[config.mk]
export PLATFORM = sky130hd
export DESIGN_NAME = sw_buff_sector_drainer
export DESIGN_NICKNAME = d
export VERILOG_FILES = /design/src/rtl/sw_buff_sector_drainer.sv
export SDC_FILE = /design/constraint.sdc
export NUM_CORES = 1
export LEC_CHECK = 0
export BUFFER_PORTS_ARGS = -buffer_cell sky130_fd_sc_hd__clkbuf_2
export CORE_MARGIN = 3
export CORE_UTILIZATION = 55
export CTS_CLUSTER_DIAMETER = 80
export CTS_CLUSTER_SIZE = 30
export DETAILED_ROUTE_END_ITERATION = 7
export PLACE_DENSITY = 0.79
export SYNTH_ARGS = -nofsm -noshare
export SYNTH_HDL_FRONTEND = slang
export SYNTH_SLANG_ARGS = --single-unit
[constraint.sdc]
create_clock -name CLK -period 3.1 [get_ports CLK]
set_clock_uncertainty 0.2 [all_clocks]
set_input_delay 0.155 -clock CLK [delete_from_list [all_inputs] [get_ports CLK]]
set_output_delay 0.155 -clock CLK [all_outputs]
set_load 0.02 [all_outputs]
[src/rtl/sw_buff_sector_drainer.sv]
// sw_buff_sector_drainer
// Read side of the 1024 x 8 sector ping-pong buffer. Watches the pump status
// for a newly completed half, reads that half's SECTOR_BYTES bytes and streams
// them to the sector writer over a valid/ready byte interface, then releases
// the half back to the pump through BUFWAITING.
//
// Ports:
//   CLK, RST         clock, asynchronous active-high reset
//   ENA              synchronous block enable; low abandons the current sector
//   BUFREADY_PUMP    pump status, a change to 01/10 marks a completed half
//   BUFWAITING       release handshake, 01 = lower released, 10 = upper
//   RADDR_SW/RCLK_SW/RENA_SW/Q_SW  synchronous buffer read port
//   SECT_DATA/VALID/READY/FIRST/LAST  byte stream towards the sector writer
//   SECTORS_WRITTEN  count of released halves (wraps)
//   BUSY             high while draining, flushing or releasing
//   OVERRUN          sticky: a completed half was dropped
module sw_buff_sector_drainer #(
  parameter int SECTOR_BYTES = 512,
  parameter int ADDR_W       = 10
) (
  input  logic              CLK,
  input  logic              RST,
  input  logic              ENA,
  input  logic [1:0]        BUFREADY_PUMP,
  output logic [1:0]        BUFWAITING,
  output logic [ADDR_W-1:0] RADDR_SW,
  output logic              RCLK_SW,
  output logic              RENA_SW,
  input  logic [7:0]        Q_SW,
  output logic [7:0]        SECT_DATA,
  output logic              SECT_VALID,
  input  logic              SECT_READY,
  output logic              SECT_FIRST,
  output logic              SECT_LAST,
  output logic [31:0]       SECTORS_WRITTEN,
  output logic              BUSY,
  output logic              OVERRUN
);

  localparam int CNT_W = $clog2(SECTOR_BYTES);
  localparam logic [CNT_W-1:0] RCNT_MAX = CNT_W'(SECTOR_BYTES - 1);

  typedef enum logic [2:0] {
    S_IDLE, S_WAIT, S_DRAIN, S_FLUSH, S_RELEASE
  } state_t;

  state_t            state_q, state_d;
  logic [1:0]        prev_ready_q, prev_ready_d;
  logic              half_q, half_d;
  logic [CNT_W-1:0]  rcnt_q, rcnt_d;
  logic              pend_q, pend_d;
  logic              pend_half_q, pend_half_d;
  logic              overrun_q, overrun_d;
  logic [1:0]        bufwaiting_q, bufwaiting_d;
  logic [31:0]       sectors_written_q, sectors_written_d;

  // Read in flight: RAM has latched the address, Q_SW is valid this cycle.
  logic              rd_vld_p1_q, rd_vld_p1_d;
  logic              rd_first_p1_q, rd_first_p1_d;
  logic              rd_last_p1_q, rd_last_p1_d;

  // Two-entry output FIFO; the head drives the stream directly.
  logic [7:0]        fifo_data_q [2];
  logic [7:0]        fifo_data_d [2];
  logic              fifo_first_q [2];
  logic              fifo_first_d [2];
  logic              fifo_last_q [2];
  logic              fifo_last_d [2];
  logic              fifo_wptr_q, fifo_wptr_d;
  logic              fifo_rptr_q, fifo_rptr_d;
  logic [1:0]        fifo_cnt_q, fifo_cnt_d;

  logic              pump_change;
  logic              new_half;
  logic              sect_valid;
  logic              pop;
  logic [2:0]        occ;
  logic              issue;

  assign pump_change = (BUFREADY_PUMP != prev_ready_q) &&
                       ((BUFREADY_PUMP == 2'b01) || (BUFREADY_PUMP == 2'b10));
  assign new_half    = BUFREADY_PUMP[1];
  assign sect_valid  = (fifo_cnt_q != 2'd0);
  assign pop         = sect_valid & SECT_READY;

  // Credit check counts the byte leaving this cycle so that a steady
  // ready sink sees one read per cycle without ever overfilling the FIFO.
  assign occ   = {1'b0, fifo_cnt_q} - {2'b00, pop} + {2'b00, rd_vld_p1_q};
  assign issue = (state_q == S_DRAIN) && (occ < 3'd2);

  always_comb begin
    state_d           = state_q;
    prev_ready_d      = prev_ready_q;
    half_d            = half_q;
    rcnt_d            = rcnt_q;
    pend_d            = pend_q;
    pend_half_d       = pend_half_q;
    overrun_d         = overrun_q;
    bufwaiting_d      = bufwaiting_q;
    sectors_written_d = sectors_written_q;
    rd_vld_p1_d       = 1'b0;
    rd_first_p1_d     = rd_first_p1_q;
    rd_last_p1_d      = rd_last_p1_q;
    fifo_data_d       = fifo_data_q;
    fifo_first_d      = fifo_first_q;
    fifo_last_d       = fifo_last_q;
    fifo_wptr_d       = fifo_wptr_q;
    fifo_rptr_d       = fifo_rptr_q;
    fifo_cnt_d        = fifo_cnt_q;

    if (!ENA) begin
      state_d     = S_IDLE;
      pend_d      = 1'b0;
      fifo_wptr_d = 1'b0;
      fifo_rptr_d = 1'b0;
      fifo_cnt_d  = 2'd0;
    end else begin
      prev_ready_d = BUFREADY_PUMP;

      if (rd_vld_p1_q) begin
        fifo_data_d[fifo_wptr_q]  = Q_SW;
        fifo_first_d[fifo_wptr_q] = rd_first_p1_q;
        fifo_last_d[fifo_wptr_q]  = rd_last_p1_q;
        fifo_wptr_d               = ~fifo_wptr_q;
      end
      if (pop) begin
        fifo_rptr_d = ~fifo_rptr_q;
      end
      fifo_cnt_d = fifo_cnt_q + {1'b0, rd_vld_p1_q} - {1'b0, pop};

      rd_vld_p1_d = issue;
      if (issue) begin
        rd_first_p1_d = (rcnt_q == '0);
        rd_last_p1_d  = (rcnt_q == RCNT_MAX);
      end

      case (state_q)
        S_IDLE: state_d = S_WAIT;
        S_WAIT: begin
          if (pump_change) begin
            half_d  = new_half;
            rcnt_d  = '0;
            state_d = S_DRAIN;
          end
        end
        S_DRAIN: begin
          if (issue) begin
            rcnt_d = rcnt_q + 1'b1;
            if (rcnt_q == RCNT_MAX) state_d = S_FLUSH;
          end
        end
        S_FLUSH: begin
          if (pop && fifo_last_q[fifo_rptr_q]) begin
            bufwaiting_d      = half_q ? 2'b10 : 2'b01;
            sectors_written_d = sectors_written_q + 32'd1;
            state_d           = S_RELEASE;
          end
        end
        S_RELEASE: begin
          if (pend_q) begin
            half_d  = pend_half_q;
            rcnt_d  = '0;
            pend_d  = 1'b0;
            state_d = S_DRAIN;
          end else if (pump_change) begin
            half_d  = new_half;
            rcnt_d  = '0;
            state_d = S_DRAIN;
          end else begin
            state_d = S_WAIT;
          end
        end
        default: state_d = S_IDLE;
      endcase

      // A completed half arriving while busy is parked in the single pending
      // slot. In RELEASE the slot is being consumed, so it can take a new one.
      if (pump_change && ((state_q == S_DRAIN) || (state_q == S_FLUSH) ||
                          ((state_q == S_RELEASE) && pend_q))) begin
        if (pend_q && (state_q != S_RELEASE)) begin
          overrun_d = 1'b1;
        end else begin
          pend_d      = 1'b1;
          pend_half_d = new_half;
        end
      end
    end
  end

  always_ff @(posedge CLK or posedge RST) begin
    if (RST) begin
      state_q           <= S_IDLE;
      prev_ready_q      <= 2'b00;
      half_q            <= 1'b0;
      rcnt_q            <= '0;
      pend_q            <= 1'b0;
      pend_half_q       <= 1'b0;
      overrun_q         <= 1'b0;
      bufwaiting_q      <= 2'b00;
      sectors_written_q <= 32'd0;
      rd_vld_p1_q       <= 1'b0;
      rd_first_p1_q     <= 1'b0;
      rd_last_p1_q      <= 1'b0;
      for (int i = 0; i < 2; i++) begin
        fifo_data_q[i]  <= 8'd0;
        fifo_first_q[i] <= 1'b0;
        fifo_last_q[i]  <= 1'b0;
      end
      fifo_wptr_q       <= 1'b0;
      fifo_rptr_q       <= 1'b0;
      fifo_cnt_q        <= 2'd0;
    end else begin
      state_q           <= state_d;
      prev_ready_q      <= prev_ready_d;
      half_q            <= half_d;
      rcnt_q            <= rcnt_d;
      pend_q            <= pend_d;
      pend_half_q       <= pend_half_d;
      overrun_q         <= overrun_d;
      bufwaiting_q      <= bufwaiting_d;
      sectors_written_q <= sectors_written_d;
      rd_vld_p1_q       <= rd_vld_p1_d;
      rd_first_p1_q     <= rd_first_p1_d;
      rd_last_p1_q      <= rd_last_p1_d;
      fifo_data_q       <= fifo_data_d;
      fifo_first_q      <= fifo_first_d;
      fifo_last_q       <= fifo_last_d;
      fifo_wptr_q       <= fifo_wptr_d;
      fifo_rptr_q       <= fifo_rptr_d;
      fifo_cnt_q        <= fifo_cnt_d;
    end
  end

  assign RCLK_SW         = CLK;
  assign RENA_SW         = issue;
  assign RADDR_SW        = ADDR_W'({half_q, rcnt_q});
  assign SECT_DATA       = fifo_data_q[fifo_rptr_q];
  assign SECT_VALID      = sect_valid;
  assign SECT_FIRST      = sect_valid & fifo_first_q[fifo_rptr_q];
  assign SECT_LAST       = sect_valid & fifo_last_q[fifo_rptr_q];
  assign BUFWAITING      = bufwaiting_q;
  assign SECTORS_WRITTEN = sectors_written_q;
  assign BUSY            = (state_q == S_DRAIN) || (state_q == S_FLUSH) ||
                           (state_q == S_RELEASE);
  assign OVERRUN         = overrun_q;

endmodule
# After elaboration in Yosys (flattened, before gate mapping)
# Index checks and enable logic that the tools add are counted.
# classes
addsub,6
n_lt_le_gt_ge,4
eq_ne,16
n_mux,42
n_bitwise,8
reduce_logical,24
# op_table
op,n
$add A32 B1 Y32 const B,1
$mux W8,4
$mux W9,3
$pmux W9 S3,1
$mux W1,18
$bwmux W16,1
$mux W3,5
$ne A3 B3 Y1 const B,5
$pmux W3 S5,1
$reduce_and A3 Y1,4
$add A9 B1 Y9 const B,1
$eq A9 B9 Y1 const B,1
$logic_not A9 Y1,1
$demux W8 S1,1
$mux W2,4
$logic_and A1 B1 Y1,7
$eq A3 B2 Y1 const B,2
$reduce_and A2 Y1,3
$bwmux W2,2
$ge A2 B2 Y1 const B,2
$logic_or A1 B1 Y1,4
$ne A2 B1 Y1 const B,2
$not A1 Y2,2
$reduce_and A4 Y1,1
other kinds (19),24
# word_totals
register_bits,79
input_bits,14
word_cells,121

# Logic depth before layout (Yosys ltp)
# Gate-level depths: netlist (run 1).
# logic_depth
ltp_word,9
mapped_depth,13
mapped_depth_nobuf,13

==> results of run 1 <==
cell type report:
class / count / share of cell area [%]
well taps: 77 / 2.13
flip-flops and latches: 79 / 43.7
multi-input cells: 238 / 36.6
inverters: 15 / 1.36
clock buffers: 12 / 3.02
repair buffers: 90 / 11.6
clock inverters: 4 / 1.55
cell usage after synthesis, drive strengths merged, types with 3 or more instances:
cell type and n:
dfrtp 79, nand2 35, mux2 29, nor2 22, o21ai 22, xnor2 21, nand3 15, inv 14
xor2 13, nand4 9, clkbuf 8, nor2b 8, nor3 7, a21oi 6, ha 6, nand2b 6
and2 3, and3 3, buf 3, mux2i 3
tightest hold or removal path, cell delays in order:
cell      delay [ns]
clkbuf_2        0.09
buf_4           0.19
nand2_1         0.07
a21oi_1         0.04
flip-flops by register name, summed over array words and instances (netlist names), 2 cells and up:
name             flops
BUFWAITING           2
SECTORS_WRITTEN     32
fifo_cnt_q           2
fifo_data_q         16
fifo_first_q         2
fifo_last_q          2
prev_ready_q         2
rcnt_q               9
state_q              3
cells by family after synthesis:
group / synth area share [%]
adder cells (fa/ha/maj): 2.54
flip-flops: 52.8
buffers and inverters: 3.01
AO/OA/AOI/OAI: 7.25
XOR/XNOR: 7.95
multiplexers: 9.52
AND/OR/NAND/NOR: 17.0
power by group through the flow:
stage / Sequential, mW / Combinational [mW] / Clock (mW)
2_1_floorplan: 1.23 / 0.434 / 0.0377
3_3_place_gp: 1.22 / 0.607 / 0.0299
3_5_place_dp: 1.23 / 0.626 / 0.0299
4_1_cts: 1.21 / 0.641 / 0.849
5_1_grt: 1.23 / 0.696 / 0.900
6_report: 1.21 / 0.631 / 0.834
how the worst max path moves through the flow:
stage | startpoint | end | slack, ns | depth (start not counted)
6_report | fifo_cnt_q[0]$_DFF_PP0_ | rcnt_q[8]$_DFFE_PP0P_ | 0.24 | 12
5_1_grt | fifo_cnt_q[0]$_DFF_PP0_ | rcnt_q[5]$_DFFE_PP0P_ | 0.03 | 13
4_1_cts | fifo_cnt_q[0]$_DFF_PP0_ | rcnt_q[7]$_DFFE_PP0P_ | 0.19 | 13
3_5_place_dp | fifo_cnt_q[0]$_DFF_PP0_ | rcnt_q[7]$_DFFE_PP0P_ | 0.22 | 13
3_3_place_gp | fifo_cnt_q[0]$_DFF_PP0_ | rcnt_q[8]$_DFFE_PP0P_ | 0.32 | 12
2_1_floorplan | fifo_cnt_q[1]$_DFF_PP0_ | rcnt_q[4]$_DFFE_PP0P_ | 0.07 | 12
per-stage QoR:
stage                     cells  worst slack [ns]  hold WS [ns]
after floorplan             343            0.0685        0.0676
after global placement      489             0.315        0.0222
after detailed placement    489             0.219        0.0364
after CTS                   515             0.187        0.0449
after global routing        515            0.0297        0.0660
final                       515             0.245        0.0624
layer usage:
layer | track usage (%) | wire length [um] | share of wire, % | vias up
met5 | 0 | 0 | 0 | -
met4 | 9.48 | 166 | 2.2 | 0
met3 | 3.82 | 303 | 4.0 | 14
met2 | 32.6 | 3550 | 47 | 63
met1 | 28.7 | 3590 | 47 | 1393
li1 | - | - | - | 1368
repair_timing:
item / CTS / global route
hold buffers: 11 / 0
resized for setup: 0 / 2
setup buffers: 0 / 0
hold endpoints to repair: 53 / 0
setup endpoints to repair: 0 / 2
==> flow_metrics.py, run 1 <==
metrics = {
    "routing": {
        "vias": 2838,
        "ant_nets": 0,
        "drt_iter0_markers": 165,
        "avgRoutedWirePerCell_um": 14.8,
        "dr.pass1.iters": 4,
        "wl_um": 7610,
        "viasPerCell": 5.51,
        "drc": 0,
    },
    "hold_path": {
        "worstHoldStart": "ENA",
        "hold_path_end": "state_q[1]$_DFFE_PP0P_",
        "worstHoldPathCells": 4,
        "hold_class": "in2reg",
    },
    "pwr": {
        "p_clk_share_pct": 31.2,
        "powerDensity_mw_per_mm2": 591,
        "switching_power_mw": 0.799,
        "fin_total_pwr_mw": 2.67,
        "p_comb_share_pct": 23.6,
        "p_int_mw": 1.88,
        "vdd_drop_max_mv": 0.373,
        "total_leakage_power_nw": 2.26,
        "seq_power_share_pct": 45.2,
        "switching_share_pct": 29.9,
    },
    "synth": {
        "synth-async-reset-ratio_pct": 100,
        "synth.distinct_cells": 46,
        "syn-num-nets": 364,
        "yosysSeqAreaShare_pct": 52.8,
        "synth_top_cell_by_area": "dfrtp_1",
        "synth_ff_type": "dfrtp_1",
        "synth_edf_count": 0,
        "synth_area_mm2": 0.00375,
        "synth.avg_cell_area_um2": 10.9,
        "syn_inst": 343,
        "yosysTopAreaCellShare_pct": 52.8,
        "synth.area.top_cells": "dfrtp_1, mux2_2, xnor2_1, nand2_1, xor2_1",
        "yosys_warnings": 0,
        "ys_ff_latch": 79,
    },
    "layout": {
        "syn_to_final_growth_pct": 20.7,
        "n_fill_cell": 501,
        "multi_input_area_mm2": 0.00166,
        "final_core_util_pct": 70.0,
        "drive_above_1_share_pct": 29.9,
        "mostFrequentLayoutCell": "dfrtp_1",
        "final_net_count": 455,
        "diodes": 0,
        "final_area_mm2": 0.00452,
        "final_cell_mix": "dfrtp_1, clkbuf_2, nand2_1",
        "seq_area_mm2": 0.00198,
    },
    "critical_path": {
        "cp_slowest_cell": "dfrtp_1",
        "rrSetupSlack_ns": 0.24,
        "crit_buf_inv": 4,
        "reg2reg_depth": 12,
        "arrival_ns": 2.88,
        "worstPathMaxFanout": 10,
        "r2r-end": "rcnt_q[8]$_DFFE_PP0P_",
        "start_kind": "register",
        "r2r_start": "fifo_cnt_q[0]$_DFF_PP0_",
        "cpPeakStageDelay_ns": 0.40,
        "endpoint_kind": "register",
        "required_ns": 3.12,
        "setup.worst_path.class": "reg2reg",
        "path_cells": "o21ai_1, inv_1, ha_1, inv_1, ha_1, inv_1, fa_1, xnor2_1, and4b_1, nand2_1, clkinvlp_4, a22o_1",
        "cp_common_cell": "inv_1",
        "crit_family": "adder cells",
    },
    "timing": {
        "tightest_slew_ns": 0.701,
        "finalSetupTns_ns": 0,
        "slew_violations": 0,
        "layout_min_cycle_time_ns": 2.86,
        "finalCritPeriodShare_pct": 92.1,
        "setup_viol": 0,
        "max_freq_ghz": 0.350,
        "finalHoldViolCount": 0,
        "rsz0062_at_grt": "no",
        "relSlewSlack_pct": 53.3,
    },
    "grt": {
        "antenna_found_initial": 0,
        "grt_start_max_net_pins": 37,
        "grt_pass1_wl_um": 12700,
        "track_usage_pct": 20.9,
        "grt_pass1_vias": 2706,
        "grt_overflow_total": 0,
    },
    "placed_design": {
        "dp_hpwl_um": 5350,
        "placed_area_mm2": 0.00421,
        "port_buffers": 72,
        "gp_congestion": 0.788,
    },
    "floorplanning": {
        "dieArea_mm2": 0.00784,
        "core_mm2": 0.00646,
        "fp-row-count": 29,
        "initial_utilization_pct": 58.0,
        "ioPinCount": 73,
        "die_w_um": 88.5,
        "die_height_um": 88.5,
    },
    "clock_network": {
        "cts_buffers": 9,
        "clkTransAtPathRegs_ns": 0.07,
        "cts_tree": "built",
        "cts.path.max_buffers": 2,
        "cts_root_buf": "clkbuf_8",
        "htreeDepth": 3,
        "clkLatencyLatePin_ns": 0.34,
    },
    "outcome": {
        "outcome": "finished, final reports clean",
    },
    "job": {
        "maxCapViolCount": 0,
    },
}
(Power assumes the default switching activity.)
==> run 2: changes to the inputs <==
- PLACE_DENSITY: 0.79 -> 0.77
==> run 2 against run 1 <==
Compared with the run above:
- register-to-register slack worse by 0.02 ns
- flip-flop and latch count unchanged
- total power up 0.63%
- sequential power about the same
- via count down 2.1%
- routed wire length down 1.5%
- fmax down 0.57%
- core utilization up 0.33 points
- global-route usage down 0.29 points
- setup slack worse by 0.016 ns
- die area unchanged
- design area up 0.47%
==> flow_metrics.py, run 2 (same netlist as run 1, synthesis figures left out) <==
metrics = {
    "outcome": {
        "outcome": "finished, final reports clean",
    },
    "timing": {
        "finalHoldViolCount": 0,
        "max_freq_ghz": 0.348,
        "layout_min_cycle_time_ns": 2.87,
        "finalSetupTns_ns": 0,
        "rsz0062_at_grt": "no",
        "tightest_slew_ns": 0.767,
        "relSlewSlack_pct": 48.8,
        "setup_viol": 0,
        "finalCritPeriodShare_pct": 92.6,
        "slew_violations": 0,
    },
    "clock_network": {
        "htreeDepth": 3,
        "cts_setup_buffers": 0,
        "cts_tree": "built",
        "cts_root_buf": "clkbuf_8",
        "clkTransAtPathRegs_ns": 0.07,
        "cts.path.max_buffers": 2,
        "clkLatencyLatePin_ns": 0.34,
        "cts_buffers": 9,
    },
    "routing": {
        "viasPerCell": 5.40,
        "ant_nets": 0,
        "drt_iter0_markers": 79,
        "drc": 0,
        "avgRoutedWirePerCell_um": 14.6,
        "wl_um": 7500,
        "dr.pass1.iters": 4,
        "vias": 2777,
    },
    "layout": {
        "final_net_count": 455,
        "n_fill_cell": 492,
        "final_core_util_pct": 70.4,
        "multi_input_area_mm2": 0.00166,
        "seq_area_mm2": 0.00198,
        "largest_register_ffs": 32,
        "drive_above_1_share_pct": 30.4,
        "final_area_mm2": 0.00454,
        "syn_to_final_growth_pct": 21.3,
        "mostFrequentLayoutCell": "dfrtp_1",
        "final_cell_mix": "dfrtp_1, clkbuf_2, nand2_1",
        "diodes": 0,
    },
    "floorplanning": {
        "ioPinCount": 73,
        "initial_utilization_pct": 58.0,
        "die_w_um": 88.5,
        "core_mm2": 0.00646,
        "dieArea_mm2": 0.00784,
        "die_height_um": 88.5,
        "fp-row-count": 29,
    },
    "grt": {
        "antenna_found_initial": 0,
        "grt_overflow_total": 0,
        "track_usage_pct": 20.6,
        "grt_pass1_wl_um": 12600,
        "grt_start_max_net_pins": 44,
        "grt_pass1_vias": 2728,
    },
    "critical_path": {
        "crit_buf_inv": 4,
        "crit_family": "adder cells",
        "cpPeakStageDelay_ns": 0.39,
        "cp_common_cell": "inv_1",
        "cp_slowest_cell": "dfrtp_1",
        "arrival_ns": 2.93,
        "path_cells": "o21ai_2, inv_1, ha_1, inv_1, ha_1, inv_1, fa_1, xnor2_1, and4b_1, nand2_1, clkinvlp_4, nand4_1, o21ai_0",
        "setup.worst_path.class": "reg2reg",
        "required_ns": 3.16,
        "worstPathMaxFanout": 10,
        "rrSetupSlack_ns": 0.23,
        "endpoint_kind": "register",
        "start_kind": "register",
    },
    "placed_design": {
        "dp_hpwl_um": 5200,
        "placed_area_mm2": 0.00422,
        "gp_congestion": 0.790,
        "port_buffers": 72,
    },
    "pwr": {
        "vdd_drop_max_mv": 0.446,
        "powerDensity_mw_per_mm2": 592,
        "total_leakage_power_nw": 2.27,
    },
    "job": {
        "maxCapViolCount": 0,
    },
    "hold_path": {
        "hold_class": "in2reg",
    },
}
==> run 2: final timing paths <==
path	start	end	cells past startpoint
worst max-delay path	fifo_cnt_q[1]$_DFF_PP0_	rcnt_q[7]$_DFFE_PP0P_	13
worst min register to register	SECTORS_WRITTEN[31]$_DFFE_PP0P_	SECTORS_WRITTEN[31]$_DFFE_PP0P_	1
worst min-delay path	ENA	state_q[1]$_DFFE_PP0P_	4
worst max register to register	fifo_cnt_q[1]$_DFF_PP0_	rcnt_q[7]$_DFFE_PP0P_	13
max in group asynchronous	RST	fifo_last_q[0]$_DFFE_PP0P_	4
min in group asynchronous	RST	SECTORS_WRITTEN[12]$_DFFE_PP0P_	3
==> run 2: repair_timing <==
action | CTS | global route
endpoints found under the hold margin | 55 | 0
resized for setup | 0 | 2
hold buffers | 11 | 0
setup endpoints to repair | 0 | 2
==> run 2: tightest hold or removal path, cell delays in order <==
cell,delay [ns]
clkbuf_2,0.09
buf_4,0.19
nand2_1,0.07
a21oi_1,0.04
==> run 2: metrics by stage <==
| step | power [mW] | instances | setup slack (ns) | hold WS, ns |
|---|---|---|---|---|
| after floorplan | 1.70 | 343 | 0.0685 | 0.0676 |
| after CTS | 2.72 | 514 | 0.191 | 0.0379 |
| final | 2.69 | 514 | 0.228 | 0.0519 |
| after global placement | 1.86 | 489 | 0.334 | 0.0946 |
| after global routing | 2.83 | 514 | 0.0229 | 0.0774 |
| after detailed placement | 1.89 | 489 | 0.230 | 0.0946 |
==> run 2: final cells by class <==
type | instances | share of cell area (%)
Clock buffer | 11 | 3.14
Clock inverter | 4 | 1.54
Inverter | 15 | 1.32
Tap cell | 77 | 2.12
Sequential cell | 79 | 43.5
Multi-Input combinational cell | 238 | 36.5
Timing Repair Buffer | 90 | 11.8
==> run 2: routing by layer <==
metal	up-vias	track usage, %	wire length [um]
met5	-	0	0
met2	56	34.6	3710
met4	0	8.10	106
li1	1367	-	-
met3	12	3.17	283
met1	1342	26.9	3390
==> run 2: power breakdown <==
group          internal (mW)  switching [mW]  leakage (nW)
Combinational          0.287           0.347          1.08
Clock                  0.472           0.371         0.108
Sequential              1.14          0.0779          1.08
==> run 3: changes to the inputs <==
- MAX_ROUTING_LAYER: default -> met4
==> run 3 against run 2 <==
Compared with the run above:
- via count grew 0.40%
- routed wire length down 0.15%
- largest cell class unchanged
- design area unchanged
==> flow_metrics.py, run 3 (same netlist as run 1, synthesis figures left out) <==
metrics = {
    "outcome": {
        "outcome": "finished, final reports clean",
    },
    "grt": {
        "grt_overflow_total": 0,
        "antenna_found_initial": 0,
        "grt_pass1_wl_um": 12600,
        "grt_start_max_net_pins": 44,
        "track_usage_pct": 21.3,
        "grt_pass1_vias": 2717,
    },
    "critical_path": {
        "crit_family": "adder cells",
        "start_kind": "register",
        "cpPeakStageDelay_ns": 0.39,
        "crit_buf_inv": 4,
        "path_cells": "o21ai_2, inv_1, ha_1, inv_1, ha_1, inv_1, fa_1, xnor2_1, and4b_1, nand2_1, clkinvlp_4, nand4_1, o21ai_0",
        "worstPathMaxFanout": 10,
        "required_ns": 3.15,
        "endpoint_kind": "register",
        "arrival_ns": 2.92,
        "cp_common_cell": "inv_1",
        "r2r_start": "fifo_cnt_q[1]$_DFF_PP0_",
        "setup.worst_path.class": "reg2reg",
        "startpoint": "fifo_cnt_q[1]$_DFF_PP0_",
        "cp_slowest_cell": "dfrtp_1",
    },
    "layout": {
        "drive_above_1_share_pct": 30.4,
        "largest_register_ffs": 32,
        "final_net_count": 455,
        "mostFrequentLayoutCell": "dfrtp_1",
        "seq_area_mm2": 0.00198,
        "diodes": 0,
        "final_cell_mix": "dfrtp_1, clkbuf_2, nand2_1",
        "syn_to_final_growth_pct": 21.3,
        "n_fill_cell": 492,
        "multi_input_area_mm2": 0.00166,
    },
    "clock_network": {
        "clkLatencyLatePin_ns": 0.34,
        "cts_setup_buffers": 0,
        "cts_root_buf": "clkbuf_8",
        "cts_tree": "built",
        "cts_buffers": 9,
        "htreeDepth": 3,
        "clkTransAtPathRegs_ns": 0.07,
        "cts.path.max_buffers": 2,
    },
    "timing": {
        "relSlewSlack_pct": 48.3,
        "finalCritPeriodShare_pct": 92.4,
        "hold_slack_ns": 0.0551,
        "setup_viol": 0,
        "finalHoldViolCount": 0,
        "max_freq_ghz": 0.349,
        "rsz0062_at_grt": "no",
        "tightest_slew_ns": 0.774,
        "slew_violations": 0,
        "layout_min_cycle_time_ns": 2.87,
        "finalSetupTns_ns": 0,
    },
    "placed_design": {
        "gp_congestion": 0.801,
        "dp_hpwl_um": 5200,
        "port_buffers": 72,
    },
    "floorplanning": {
        "dieArea_mm2": 0.00784,
        "ioPinCount": 73,
        "die_w_um": 88.5,
        "initial_utilization_pct": 58.0,
        "fp-row-count": 29,
        "core_mm2": 0.00646,
        "die_height_um": 88.5,
    },
    "hold_path": {
        "worstHoldStart": "ENA",
        "hold_class": "in2reg",
    },
    "pwr": {
        "powerDensity_mw_per_mm2": 592,
        "vdd_drop_max_mv": 0.446,
        "fin_total_pwr_mw": 2.69,
        "total_leakage_power_nw": 2.27,
    },
    "job": {
        "maxCapViolCount": 0,
    },
    "routing": {
        "ant_nets": 0,
        "wl_um": 7490,
        "avgRoutedWirePerCell_um": 14.6,
        "drc": 0,
        "vias": 2788,
        "drt_iter0_markers": 87,
        "dr.pass1.iters": 4,
        "viasPerCell": 5.42,
    },
}
run 3: cell counts in the layout (fill, tap and decap cells not counted):
Identical to the previous run, type by type.
run 3: path summary, 6_finish.rpt:
kind / endpoint / slack (ns) / depth (start not counted)
max: rcnt_q[7]$_DFFE_PP0P_ / 0.23 / 13
min: state_q[1]$_DFFE_PP0P_ / 0.06 / 4
min reg2reg: SECTORS_WRITTEN[31]$_DFFE_PP0P_ / 0.27 / 1
max reg2reg: rcnt_q[7]$_DFFE_PP0P_ / 0.23 / 13
min in group asynchronous: SECTORS_WRITTEN[13]$_DFFE_PP0P_ / 0.30 / 3
max in group asynchronous: fifo_last_q[0]$_DFFE_PP0P_ / 1.72 / 4
run 3: cell type report:
cell class	instances	area share [%]
clock buffer	11	3.14
sequential	79	43.5
timing repair buffer	90	11.8
clock inverter	4	1.54
inverter	15	1.32
multi-input combinational	238	36.5
tap	77	2.12
run 3: worst register-to-register path: cells and delay by family, from the launching register on:
kind | cells | cell delay (ns)
fa+ha+maj | 3 | 0.76
simple gates | 3 | 0.54
compound gates | 2 | 0.32
xor+xnor | 1 | 0.21
flops | 1 | 0.39
buf+inv | 4 | 0.37
run 3: timing repair:
action,4_1_cts,5_1_grt
hold buffers,11,0
setup endpoints to repair,0,2
hold endpoints to repair,55,0
resized for setup,0,2
run 3: metal layers:
metal  global-route usage [%]  routed length (um)
met5                        -                   0
met3                     2.98                 303
met1                     27.2                3380
met4                     8.10                  99
met2                     34.5                3700
run 3: where the power goes:
| part | switching, mW | internal, mW |
|---|---|---|
| Combinational | 0.348 | 0.287 |
| Sequential | 0.0778 | 1.14 |
| Clock | 0.371 | 0.472 |
run 3: metrics by stage:
stage	instance area [um2]	cells	setup slack (ns)	util, %
floorplan	3750	343	0.0685	-
global placement	4220	489	0.334	65.3
detailed placement	4220	489	0.230	65.3
CTS	4540	514	0.191	70.2
global route	4540	514	0.0211	70.4
finish	4540	514	0.235	70.4
